File: config.mk
export PLATFORM = sky130hd
export DESIGN_NAME = alu_regfile_seq
export DESIGN_NICKNAME = d
export VERILOG_FILES = /design/src/rtl/alu_regfile_seq.sv
export SDC_FILE = /design/constraint.sdc
export NUM_CORES = 1
export LEC_CHECK = 0
export ABC_AREA = 1
export CAP_MARGIN = 30
export CORE_ASPECT_RATIO = 1.75
export CORE_MARGIN = 2
export CORE_UTILIZATION = 45
export CTS_BUF_LIST = sky130_fd_sc_hd__clkbuf_4 sky130_fd_sc_hd__clkbuf_8
export CTS_CLUSTER_DIAMETER = 50
export CTS_CLUSTER_SIZE = 16
export DETAILED_ROUTE_END_ITERATION = 10
export DONT_BUFFER_PORTS = 1
export GPL_TIMING_DRIVEN = 0
export PLACE_DENSITY_LB_ADDON = 0.3
export SYNTH_ARGS = -nofsm -noshare
export SYNTH_HDL_FRONTEND = slang
export SYNTH_SLANG_ARGS = --single-unit
File: constraint.sdc
create_clock -name CLK -period 4.3 [get_ports CLK]
set_input_delay 0.86 -clock CLK [delete_from_list [all_inputs] [get_ports CLK]]
set_output_delay 0.86 -clock CLK [all_outputs]
set_load 0.03 [all_outputs]
File: src/rtl/alu_regfile_seq.sv
// Parametrised ALU + register file with valid/ready handshake and sticky z/c/v flags.
// Define ALU_MUL_EN to build the iterative shift-add multiplier (op 6); otherwise op 6 is an illegal NOP.
module alu_regfile_seq #(
    parameter  int WIDTH = 16,
    parameter  int NREGS = 8,
    localparam int RIW   = $clog2(NREGS),
    localparam int SHW   = $clog2(WIDTH)
) (
    input  logic             CLK,
    input  logic             RST,
    input  logic             op_valid,
    output logic             op_ready,
    input  logic [2:0]       op,
    input  logic [SHW-1:0]   params,
    input  logic [RIW-1:0]   src1,
    input  logic [RIW-1:0]   src2,
    input  logic [RIW-1:0]   dst,
    input  logic             use_din,
    input  logic [WIDTH-1:0] din,
    output logic [WIDTH-1:0] dout,
    output logic             done,
    input  logic             clr_flags,
    output logic             flag_z,
    output logic             flag_c,
    output logic             flag_v
);

    typedef enum logic [2:0] {
        OP_NOP = 3'd0, OP_ADD = 3'd1, OP_SUB = 3'd2, OP_LOGIC = 3'd3,
        OP_SHL = 3'd4, OP_SHR = 3'd5, OP_MUL = 3'd6, OP_LOAD = 3'd7
    } op_e;

    typedef enum logic {S_IDLE = 1'b0, S_MUL = 1'b1} state_e;

    state_e           state;
    logic [WIDTH-1:0] regs [NREGS];
    logic [WIDTH-1:0] op1, op2, wr_data;
    logic [WIDTH:0]   addsub;
    logic [RIW-1:0]   wr_addr;
    logic             wr_en, c_set, v_set, accept;

`ifdef ALU_MUL_EN
    logic [2*WIDTH-1:0] mul_p, mul_next;
    logic [WIDTH-1:0]   mul_mcand;
    logic [WIDTH:0]     mul_sum;
    logic [RIW-1:0]     mul_dst;
    logic [SHW-1:0]     mul_cnt;
    logic               mul_last;

    // mul_p = {partial high half, multiplier bits not yet consumed}; one bit retired per cycle
    assign mul_sum  = {1'b0, mul_p[2*WIDTH-1:WIDTH]} + (mul_p[0] ? {1'b0, mul_mcand} : '0);
    assign mul_next = {mul_sum, mul_p[WIDTH-1:1]};
    assign mul_last = (mul_cnt == SHW'(WIDTH-1));
`endif

    assign op_ready = (state == S_IDLE) & ~RST;
    assign accept   = op_valid & op_ready;
    assign dout     = regs[src1];
    assign op1      = regs[src1];
    assign op2      = use_din ? din : regs[src2];

    always_comb begin
        wr_en   = 1'b0;
        wr_addr = dst;
        wr_data = '0;
        c_set   = 1'b0;
        v_set   = 1'b0;
        addsub  = '0;
        if (accept) begin
            case (op)
                OP_ADD, OP_SUB: begin
                    addsub  = (op == OP_ADD) ? {1'b0, op1} + {1'b0, op2} : {1'b0, op1} - {1'b0, op2};
                    wr_en   = 1'b1;
                    wr_data = addsub[WIDTH-1:0];
                    c_set   = addsub[WIDTH];
                    v_set   = addsub[WIDTH];
                end
                OP_LOGIC: begin
                    wr_en = 1'b1;
                    case (params[1:0])
                        2'd0:    wr_data = op1 & op2;
                        2'd1:    wr_data = op1 | op2;
                        2'd2:    wr_data = op1 ^ op2;
                        default: wr_data = ~op1;
                    endcase
                end
                OP_SHL:  begin wr_en = 1'b1; wr_data = op1 << params; end
                OP_SHR:  begin wr_en = 1'b1; wr_data = op1 >> params; end
                OP_LOAD: begin wr_en = 1'b1; wr_data = din; end
`ifndef ALU_MUL_EN
                OP_MUL:  v_set = 1'b1;
`endif
                default: ;
            endcase
        end
`ifdef ALU_MUL_EN
        if (state == S_MUL && mul_last) begin
            wr_en   = 1'b1;
            wr_addr = mul_dst;
            wr_data = mul_next[WIDTH-1:0];
            v_set   = |mul_next[2*WIDTH-1:WIDTH];
        end
`endif
    end

    always_ff @(posedge CLK) begin
        if (RST) begin
            for (int i = 0; i < NREGS; i++) regs[i] <= '0;
            state  <= S_IDLE;
            done   <= 1'b0;
            flag_z <= 1'b0;
            flag_c <= 1'b0;
            flag_v <= 1'b0;
`ifdef ALU_MUL_EN
            mul_p     <= '0;
            mul_mcand <= '0;
            mul_dst   <= '0;
            mul_cnt   <= '0;
`endif
        end else begin
            done   <= wr_en;
            // clear happens before this cycle's contribution is ORed in
            flag_c <= (flag_c & ~clr_flags) | c_set;
            flag_v <= (flag_v & ~clr_flags) | v_set;
            if (wr_en) begin
                regs[wr_addr] <= wr_data;
                flag_z        <= (wr_data == '0);
            end
`ifdef ALU_MUL_EN
            case (state)
                S_IDLE: if (accept && op == OP_MUL) begin
                    state     <= S_MUL;
                    mul_p     <= {{WIDTH{1'b0}}, op2};
                    mul_mcand <= op1;
                    mul_dst   <= dst;
                    mul_cnt   <= '0;
                end
                S_MUL: begin
                    mul_p   <= mul_next;
                    mul_cnt <= mul_cnt + SHW'(1);
                    if (mul_last) state <= S_IDLE;
                end
                default: state <= S_IDLE;
            endcase
`endif
        end
    end

endmodule

# Word-level counts from Yosys, hierarchy flattened
# Memory sizes are Yosys's and may differ from the RTL's.
# Index checks and enable logic that the tools add are counted.
[classes]
n_addsub = 2
eq_ne = 9
shifts = 2
mux = 19
n_bitwise = 11
reduce_logical = 5
[op_table]
columns = ["cell", "count"]
rows = [
  ["$pmux 16 s5", 1],
  ["$mux 16", 3],
  ["$pmux 16 s3", 1],
  ["$add 16x16->17", 1],
  ["$mux 17", 1],
  ["$sub 16x16->17", 1],
  ["$and 16x16->16", 1],
  ["$logic_not 16->1", 1],
  ["$not 16->16", 1],
  ["$or 16x16->16", 1],
  ["$reduce_or 16->1", 1],
  ["$shl 16x4->16", 1],
  ["$shr 16x4->16", 1],
  ["$xor 16x16->16", 1],
  ["$eq 3x3->1 const B", 4],
  ["$mux 1", 11],
  ["$eq 3x2->1 const B", 2],
  ["$reduce_or 6->1", 1],
  ["$and 1x1->1", 3],
  ["$eq 3x1->1 const B", 1],
  ["$mux 3", 1],
  ["$eq 2x1->1 const B", 1],
  ["$eq 2x2->1 const B", 1],
  ["$logic_not 2->1", 1],
  ["other kinds (4)", 6],
]
[word_totals]
reg_bits = 4
ramBits = 128
input_bits = 37
output_inout_bits = 21
elab_cells = 53
memories = 1
[memory_table]
columns = ["memory", "words", "word_bits", "read_ports", "rd_clocked_by_memory_dff", "wr", "line_no", "rtl"]
rows = [
  ["regs", 8, 16, 2, 0, 8, "36", "logic [WIDTH-1:0] regs [NREGS];"],
]

# Longest topological paths before layout
# Gate-level depths: netlist of the first run.
[logic_depth]
depth_word = 9
depth_mapped = 32
mapped_depth_nobuf = 31

# Worst setup path before layout of the first run
# No wires, ideal clock.
[synth_timing]
path_kind = "in2reg"
from = "input src2[0]"
to = "register flag_z"
setup_time_ns = 0.066
arrival_time_ns = 4.268
t_required_ns = 4.234
path_slack_ns = -0.034
cell_stages = 30
path_buffers = 3
path_cell_list = "buf_6 > buf_6 > buf_6 > o21ai_0 > o211ai_1 > nand3_1 > o21ai_0 > inv_1 > ha_1 > nand3_1 > nor2_2 > nand2_1 > nand2_1 > xor2_1 > inv_1 > ha_1 > nand2_1 > nor2_1 > nor2_1 > nand3_1 > or2_2 > a21oi_1 > nand2_1 > o21bai_4 > nand2_1 > nor2_1 > nand2_1 > nor2_1 > nand2_1 > a21oi_2"
[synth_between]
elab_chain_len = 7
word_cells_on_any_way = 12
classes_between = "add/sub (2); mux (5); bitwise (3); reduce/logical (1); memory (1)"
[synth_lines]
columns = ["item", "line_no", "rtl"]
rows = [
  ["start, declared", "16", "input logic [RIW-1:0] src2,"],
  ["$mem_v2 8x16 (*)", "--", ""],
  ["$mux 16 (*)", "60", "assign op2 = use_din ? din : regs[src2];"],
  ["$sub 16x16->17, or another cell as far along", "72", "addsub = (op == OP_ADD) ? {1'b0, op1} + {1'b0, op2} : {1'b0, op1} - {1'b0, op2};"],
  ["$mux 17 or $pmux 16 s3 (tied branches)", "72, 80", ""],
  ["$pmux 16 s5 (*)", "70", "case (op)"],
  ["$mux 16 (*)", "69", "if (accept) begin"],
  ["$logic_not 16->1 (*)", "127", "flag_z <= (wr_data == '0);"],
  ["end signal, assigned", "127", ""],
  ["end, declared", "23", "output logic flag_z,"],
]
# Mark *: on every way between the ends. The rest lies on a longest branch, timed or not.
# A chain may end at the register's enable or synchronous reset.

# Worst setup path in the final report of the first run
# Same ends and word-level chain as after synthesis.

==> flow_summary.ini, run 1 <==
[status]
status = complete, but fails checks
violations = setup timing

[cells_and_area]
final_layout_size_suffix_gt1_share_pct = 16.2
finalNetCount = 1798
design_area_um2 = 13300
seq_area_um2 = 3920
area_growth_pct = 15.9
fillers = 2427
multi_input_area_um2 = 6720
final_cells = 2042
final_util_pct = 52.9

[placed_design]
dp_cells = 1969
hpwl_um = 37900
portBuffers = 0
dpl-instance-area_um2 = 11900
place_worst_setup_slack_ns = -1.70
place.gp.congestion = 1.06

[flow_run]
max-cap-violations = 0

[yosys]
synth_xor_area_share_pct = 1.37
syn_area_um2 = 11500
ys_ff_latch = 132
synthFlopType = edfxtp_1
ys_seq_area_share_pct = 34.2
syn_avg_cell_area_um2 = 6.95
yosys_warnings = 0
synthArstFlopShare_pct = 0
synth_fp_nets = 1738
synth_mux_area_share_pct = 2.36
synth-compound-area-share_pct = 11.4
synth_top_family_by_area = simple AND/OR/NAND/NOR gates
synthAdderAreaFrac_pct = 5.41
synthDistinctLibCells = 43
synth_edf_count = 128
synth_cells = 1652
synthSimpleGateAreaFrac_pct = 33.0

[setup_path]
critPathMaxFanout = 12
crit_required_ns = 4.70
end_kind = register
worstPathArrival_ns = 4.70
r2r-start = regs[2][0]
reg2reg_slack_ns = 0.21
reg2reg_depth = 26
crit_type = input pin to register
r2r_end = flag_z
critPathLaunchType = input pin

[clocking]
cts_buffers = 17
cts.sink_count = 132
clk_path_buf_depth = 2
ctsHoldBuffers = 0
htreeDepth = 4
clock_latency_ns = 0.47
clkTransAtPathRegs_ns = 0.07
cts_tree = yes
cts_root_buffer = clkbuf_8

[sta]
tns_ns = -0.0000666
setup_slack_ns = -0.0000666
worst_pin_slew_ns = 0.903
rsz0062_at_grt = yes
drv_slew = 0
hold_viol_final = 0
finalCriticalPeriod_ns = 4.30
setup_viol_count_final = 1
fmax_mhz = 233
fin_crit_sh_pct = 100
holdWs_ns = 0.451
skew_ns = 0.0141
slew_headroom_pct = 39.8

[detailed_routing]
drt_iter0_markers = 1493
avgRoutedWirePerCell_um = 24.2
viasPerCell = 5.94
vias = 12100
wl_um = 49400
drtAntennaViolNets = 0
route.detailed.drc = 0
first_pass_iters = 8

[hold_path]
hold_path_end = flag_z
worst_hold_path.num_cells = 1
hold_class = input pin to register
min_from = RST

[global_route]
grt_max_degree = 17
grt_usage_pct = 36.0
grt_pass1_wl_um = 71200
antenna_found_initial = 1
grt_overflow = 0
grt_pass1_vias = 11900

[power]
power_density_nw_per_um2 = 304
peakVddDrop_v = 0.000184
power_leakage_nw = 6.36
total_power_mw = 4.05

[die]
initial_core_util_pct = 45.6
die_area_um2 = 26800
io_pins = 58
fp.dieH_um = 215
fp.coreArea_um2 = 25100
die_w_um = 125
num_rows = 77
cell families (layout without fill, tap and decap cells):
group,count (synthesis),in the layout
DFF,132,132
buffers and inverters,323,396
AOI/OAI and AO/OA,229,229
other,0,1
and+or+nand+nor,874,874
xor gates and xnor gates,18,18
adders and majority gates,49,49
muxes,27,27
metal layers:
layer | global-route usage, % | routed length, um
met5 | 0 | 0
met4 | 35.3 | 6040
met1 | 33.4 | 15400
met2 | 64.1 | 24500
met3 | 7.07 | 3480
how the worst max path moves through the flow:
stage	from	end	slack [ns]
6_report	src2[0]	flag_z	-0.00007
5_1_grt	src2[0]	flag_z	-0.16
3_5_place_dp	use_din	flag_z	-1.70
2_1_floorplan	src2[0]	flag_z	0.007
4_1_cts	src2[0]	flag_z	0.007
3_3_place_gp	use_din	flag_z	-1.72
cell usage in the layout, fill, tap and decap left out, types with 11 or more instances in the layout:
master and n:
xor2_1 16, o21ai_1 18, o21ai_0 71, nand2_1 449, buf_6 18, edfxtp_1 128, a21oi_2 11, mux2i_1 27
clkbuf_1 12, nand2_2 30, o211ai_1 44, inv_1 225, ha_1 37, nand3_1 217, buf_4 44, nand3_2 13
buf_2 26, clkbuf_8 17, o21ai_2 19, a21oi_1 49, nor2_1 110
cell type report:
type	instances	area share, %
diodes	1	0.0188
plain buffers	84	4.76
clock buffers	19	1.87
clock inverters	13	0.819
inverters	239	6.78
multi-input cells	1197	50.6
flip-flops and latches	132	29.5
well taps	316	2.97
repair buffers	41	2.71
report_power, final:
part | switching, mW | internal [mW] | total [mW]
clock | 0.513 | 0.466 | 0.979
combinational | 1.06 | 0.516 | 1.57
sequential | 0.0344 | 1.46 | 1.50
total | 1.61 | 2.44 | 4.05
critical path, cell delays in order:
cell,delay (ns)
buf_12,0.13
buf_12,0.14
buf_12,0.14
a21oi_2,0.23
o221ai_4,0.17
o21ai_2,0.12
inv_2,0.08
ha_4,0.24
nand2_1,0.06
o21ai_0,0.22
fa_2,0.48
or2_2,0.31
nand3_1,0.10
o21ai_0,0.09
a31oi_1,0.32
nand2_1,0.10
inv_1,0.10
nand3_4,0.08
nand2_1,0.06
nand2_1,0.16
nor3_1,0.24
nand2_1,0.12
a21oi_2,0.12
registers in the layout, indices dropped and copies added, names as in the netlist:
register and cells:
flag_v 1, done 1, flag_c 1, flag_z 1, regs 128
Yosys cell counts, drive strengths merged, types with 3 or more instances:
cell type  count  area [um^2]
nand2        482         1850
inv          236          886
nand3        236         1220
nor2         130          508
edfxtp       128         3840
o21ai        110          551
buf           69          453
a21oi         63          323
ha            48          601
o211ai        44          330
mux2i         27          270
xor2          16          140
clkbuf        15         56.3
nand4         10         75.1
nand3b         5         66.3
nor3           5         25.0
dfxtp          4         80.1
a31oi          3         18.8
clkinv         3         11.3
or2            3         18.8
timing repair:
action / in CTS / in global routing
setup buffers: 16 / 22
resized for setup: 112 / 87
pin swaps: 23 / 42
gates cloned: 0 / 3
endpoints found under the setup margin: 123 / 100
Note: power is estimated with default switching activity, not from simulation.
==> inputs of run 2 (changes only) <==
--- a/config.mk
+++ b/config.mk
@@ -14,9 +14,9 @@
 export CTS_CLUSTER_DIAMETER = 50
 export CTS_CLUSTER_SIZE = 16
 export DETAILED_ROUTE_END_ITERATION = 10
-export DONT_BUFFER_PORTS = 1
 export GPL_TIMING_DRIVEN = 0
 export PLACE_DENSITY_LB_ADDON = 0.3
 export SYNTH_ARGS = -nofsm -noshare
 export SYNTH_HDL_FRONTEND = slang
 export SYNTH_SLANG_ARGS = --single-unit
+export TNS_END_PERCENT = 10
==> run 2 against run 1 <==
Flip-flop and latch count is the same. Utilization grew 2.1 points. Combinational power grew 3%. Largest cell class unchanged. Sequential share of layout area shrank 1.2 points. Critical path type unchanged. Register-to-register slack lost 0.07 ns. Total power grew 3.0%. Via count grew 0.92%. The flow still finishes with violations (setup timing). Clock skew shrank 0.0020 ns. Final area grew 4.1%.
==> flow_summary.ini, run 2 (same netlist as run 1, synthesis figures left out) <==
[global_route]
grt_usage_pct = 36.8
use_met2_pct = 66.5
grt_max_degree = 17
grt_pass1_wl_um = 72500
antenna_found_initial = 1
busiest_layer = met2
grt_overflow = 0
grt_pass1_vias = 11900
met1_usage_pct = 34.6
use_met3_pct = 4.93

[detailed_routing]
first_pass_iters = 5
avgRoutedWirePerCell_um = 23.9
drtAntennaViolNets = 0
route.detailed.drc = 0
viasPerCell = 5.83
drt_iter0_markers = 1107
wl_um = 50200
vias = 12200

[die]
die_area_um2 = 26800
fp.dieH_um = 215
num_rows = 77
initial_core_util_pct = 45.6
die_w_um = 125
io_pins = 58
fp.coreArea_um2 = 25100

[cells_and_area]
fillers = 2458
finalNetCount = 1855
area_growth_pct = 20.6
largest_reg_flops = 128
final_layout_size_suffix_gt1_share_pct = 16.0
layout_common_cells = nand2_1 (449), inv_1 (222), nand3_1 (220)
registers.top_by_ff_count = regs
final_common_cell = nand2_1
seq_area_um2 = 3920
final_util_pct = 55.0
multi_input_area_um2 = 6660

[sta]
worst_pin_slew_ns = 1.00
slew_headroom_pct = 33.1
skew_ns = 0.0121
holdWs_ns = 0.468
finalCriticalPeriod_ns = 4.35
fin_crit_sh_pct = 101
hold_viol_final = 0
setup_slack_ns = -0.0497
drv_slew = 0
tns_ns = -0.0497
rsz0062_at_grt = yes
setup_viol_count_final = 1
fmax_mhz = 230

[hold_path]
hold_class = register to register

[clocking]
ctsHoldBuffers = 0
cts_tree = yes
clock_latency_ns = 0.47
cts.sink_count = 132
cts_root_buffer = clkbuf_8
clk_path_buf_depth = 2
clkTransAtPathRegs_ns = 0.08
cts_buffers = 17
htreeDepth = 4

[placed_design]
hpwl_um = 38500
place.gp.congestion = 0.983
portBuffers = 49

[setup_path]
crit_type = input pin to register
end_kind = register
critPathLaunchType = input pin
reg2reg_slack_ns = 0.14
critPathMaxFanout = 10
worstPathArrival_ns = 4.76
crit_required_ns = 4.71

[power]
peakVddDrop_v = 0.000286
power_density_nw_per_um2 = 301
total_power_mw = 4.17
power_leakage_nw = 6.58

[status]
violations = setup timing
status = complete, but fails checks

[flow_run]
max-cap-violations = 0
==> run 2: cell types whose count changed in the layout (fill, tap and decap cells not counted), moves of 4 or more <==
cell / previous run / this run
buf_4: 44 / 53
buf_8: 2 / 6
clkbuf_4: 8 / 2
clkdlybuf4s50_1: 0 / 47
ha_4: 9 / 5
nor2_1: 110 / 106
o21ai_2: 19 / 15
==> run 2: routing by layer <==
metal	part of all wire, %	vias to the layer above
met5	0	-
met4	12	0
met3	5.6	280
met2	51	631
met1	32	5663
li1	-	5661
==> run 2: what timing repair did <==
| action | in CTS | in global routing |
|---|---|---|
| setup endpoints to repair | 139 | 115 |
| gates resized for setup | 137 | 72 |
| buffers inserted | 31 | 16 |
| pin swaps | 27 | 32 |
==> run 2: area by class of cell <==
| cell class | instances | area share, % |
|---|---|---|
| plain buffers | 84 | 4.86 |
| flip-flops and latches | 132 | 28.4 |
| well taps | 316 | 2.86 |
| clock inverters | 15 | 1.19 |
| inverters | 239 | 6.58 |
| multi-input cells | 1197 | 48.1 |
| clock buffers | 17 | 1.69 |
| repair buffers | 98 | 6.33 |
| diodes | 1 | 0.0181 |
==> run 2: path summary, 6_finish.rpt <==
check	to	from	cells past startpoint
worst max-delay path	flag_z	src2[2]	28
worst min-delay path	flag_c	flag_c	2
worst max register to register	flag_z	regs[6][0]	28
worst min register to register	flag_c	flag_c	2
==> run 2: critical path, cell delays in order <==
cell	delay [ns]
buf_4	0.17
inv_4	0.10
buf_12	0.15
nand2_2	0.08
o221ai_4	0.28
o21ai_2	0.12
inv_2	0.11
ha_4	0.15
nand3_4	0.08
nor2_4	0.21
nor2_1	0.08
xor2_1	0.13
inv_1	0.06
ha_2	0.33
a21oi_2	0.19
nor2_1	0.07
nor2_2	0.17
nand3_2	0.16
buf_4	0.17
o21ai_2	0.15
nand2_1	0.13
o21ai_1	0.19
nand2_2	0.08
nor2_1	0.09
nand2_1	0.07
nor2_2	0.17
nand2_2	0.08
a21oi_2	0.12
==> run 2: metrics by stage <==
stage | worst slack, ns | cells | instance area [um^2]
2_1_floorplan | 0.00667 | 1652 | 11500
3_3_place_gp | -2.21 | 2017 | 12400
3_5_place_dp | -2.20 | 2018 | 12400
4_1_cts | 0.00432 | 2081 | 13500
5_1_grt | -0.153 | 2099 | 13800
6_report | -0.0497 | 2099 | 13800
==> run 2: where the power goes <==
| part | internal (mW) | leakage [nW] | switching (mW) | total (mW) |
|---|---|---|---|---|
| clock network | 0.564 | 0.194 | 0.508 | 1.07 |
| registers | 1.46 | 1.37 | 0.0265 | 1.49 |
| logic | 0.549 | 5.02 | 1.06 | 1.61 |
==> inputs of run 3 (changes only) <==
--- a/config.mk
+++ b/config.mk
@@ -15,7 +15,9 @@
 export CTS_CLUSTER_SIZE = 16
 export DETAILED_ROUTE_END_ITERATION = 10
 export GPL_TIMING_DRIVEN = 0
+export MAX_ROUTING_LAYER = met4
 export PLACE_DENSITY_LB_ADDON = 0.3
+export SLEW_MARGIN = 20
 export SYNTH_ARGS = -nofsm -noshare
 export SYNTH_HDL_FRONTEND = slang
 export SYNTH_SLANG_ARGS = --single-unit
==> run 3 against run 2 <==
Combinational power increased by 6%. Cell count rose by 1.1%. Register-to-register slack improved by 0.16 ns. Critical path type unchanged. The run now ends clean. Clock power fell by 6%. Via count is 3.0% higher. Sequential share of layout area down 0.72 points. Worst hold slack worse by 0.0042 ns.
==> flow_summary.ini, run 3 (same netlist as run 1, synthesis figures left out) <==
[detailed_routing]
route.detailed.drc = 0
wl_um = 50000
drtAntennaViolNets = 0
avgRoutedWirePerCell_um = 23.6
vias = 12600
viasPerCell = 5.93
drt_iter0_markers = 1204
first_pass_iters = 8

[setup_path]
critPathMaxFanout = 7
critical-path-top-delay-family = simple AND/OR/NAND/NOR gates
cpMostUsedCell = nand2_1
max_stage_delay_ns = 0.34
path_buf_inv = 3
critPathLaunchType = input pin
end_kind = register
crit_type = input pin to register
cpMaxStageDelayCell = ha_1
reg2reg_slack_ns = 0.30
worstPathArrival_ns = 4.63
crit_required_ns = 4.71

[power]
switchingPower_mw = 1.61
p_comb_share_pct = 40.5
power_density_nw_per_um2 = 296
switching_share_pct = 38.2
pwr-share-seq_pct = 35.4
power_leakage_nw = 6.75
peakVddDrop_v = 0.000243
pwr-share-clk_pct = 24.1
power.internal_mw = 2.60
total_power_mw = 4.20

[cells_and_area]
design_area_um2 = 14200
final_layout_size_suffix_gt1_share_pct = 18.3
layout_common_cells = nand2_1 (445), inv_1 (219), nand3_1 (214)
fillers = 2383
final_common_cell = nand2_1
finalNetCount = 1879
final_util_pct = 56.5
area_growth_pct = 23.7
final_cells = 2123
largest_reg_flops = 128
registers.top_by_ff_count = regs

[die]
die_area_um2 = 26800
initial_core_util_pct = 45.6
die_w_um = 125
io_pins = 58
fp.coreArea_um2 = 25100
num_rows = 77
fp.dieH_um = 215

[hold_path]
hold_class = register to register

[placed_design]
place.gp.congestion = 1.03
portBuffers = 49
hpwl_um = 38000
dpl-instance-area_um2 = 12400
place_worst_setup_slack_ns = -2.20
dp_cells = 2018

[sta]
rsz0062_at_grt = yes
worst_pin_slew_ns = 0.968
fmax_mhz = 238
skew_ns = 0.0135
tns_ns = 0
slew_headroom_pct = 35.4
finalCriticalPeriod_ns = 4.21
holdWs_ns = 0.464
hold_viol_final = 0
drv_slew = 0
setup_slack_ns = 0.0897
fin_crit_sh_pct = 97.9
setup_viol_count_final = 0

[global_route]
grt_overflow = 0
grt_pass1_wl_um = 72200
antenna_found_initial = 0
grt_pass1_vias = 12100
grt_usage_pct = 37.4
grt_max_degree = 17

[clocking]
clock_latency_ns = 0.48
cts_tree = yes
clkTransAtPathRegs_ns = 0.07
cts.sink_count = 132
htreeDepth = 4
clk_path_buf_depth = 2
cts_buffers = 17
ctsHoldBuffers = 0
cts_root_buffer = clkbuf_8

[flow_run]
max-cap-violations = 0

[status]
status = finished, final reports clean
## run 3: cell count changes in the layout (fill, tap and decap cells not counted), sizes merged
cell and delta:
clkinvlp -2, clkbuf +8, bufinv -1, bufbuf +1, buf +18, dlymetal6s2s +2, dlygate4sd2 -2
## run 3: power groups by stage
stage	registers [mW]	clock network, mW	logic, mW
3_5_place_dp	1.51	0	1.31
3_3_place_gp	1.51	0	1.29
6_report	1.49	1.01	1.70
2_1_floorplan	1.51	0	0.845
4_1_cts	1.49	1.01	1.43
5_1_grt	1.49	1.06	1.81
## run 3: tightest hold or removal path, delay by kind of cell (launching register included)
family | cells | cell delay [ns]
flops | 1 | 0.31
compound gates | 1 | 0.05
simple gates | 1 | 0.06
## run 3: cell type report
cell class	instances	area [um^2]	area share, %
diodes	1	2.50	0.0176
plain buffers	84	663	4.67
clock buffers	20	256	1.81
clock inverters	12	114	0.802
inverters	239	910	6.41
multi-input cells	1197	6800	47.9
flip-flops and latches	132	3920	27.6
well taps	316	395	2.78
repair buffers	122	1130	7.99
## run 3: final timing paths
kind | cells past startpoint | end | from
min | 2 | flag_c | flag_c
max reg2reg | 28 | flag_z | regs[2][0]
max | 26 | flag_z | src2[0]
min reg2reg | 2 | flag_c | flag_c
## run 3: per-layer routing
layer	vias up	global-route usage [%]	share of wire (%)
li1	5712	-	-
met1	5784	34.1	31
met5	-	-	0
met4	0	35.4	12
met3	340	5.70	6.9
met2	764	65.4	51
## run 3: what timing repair did
action	CTS	global route
gates resized for setup	111	131
setup buffers	23	45
endpoints found under the setup margin	139	92
cloned	1	2
hold endpoints to repair	0	0
pin swaps	16	61
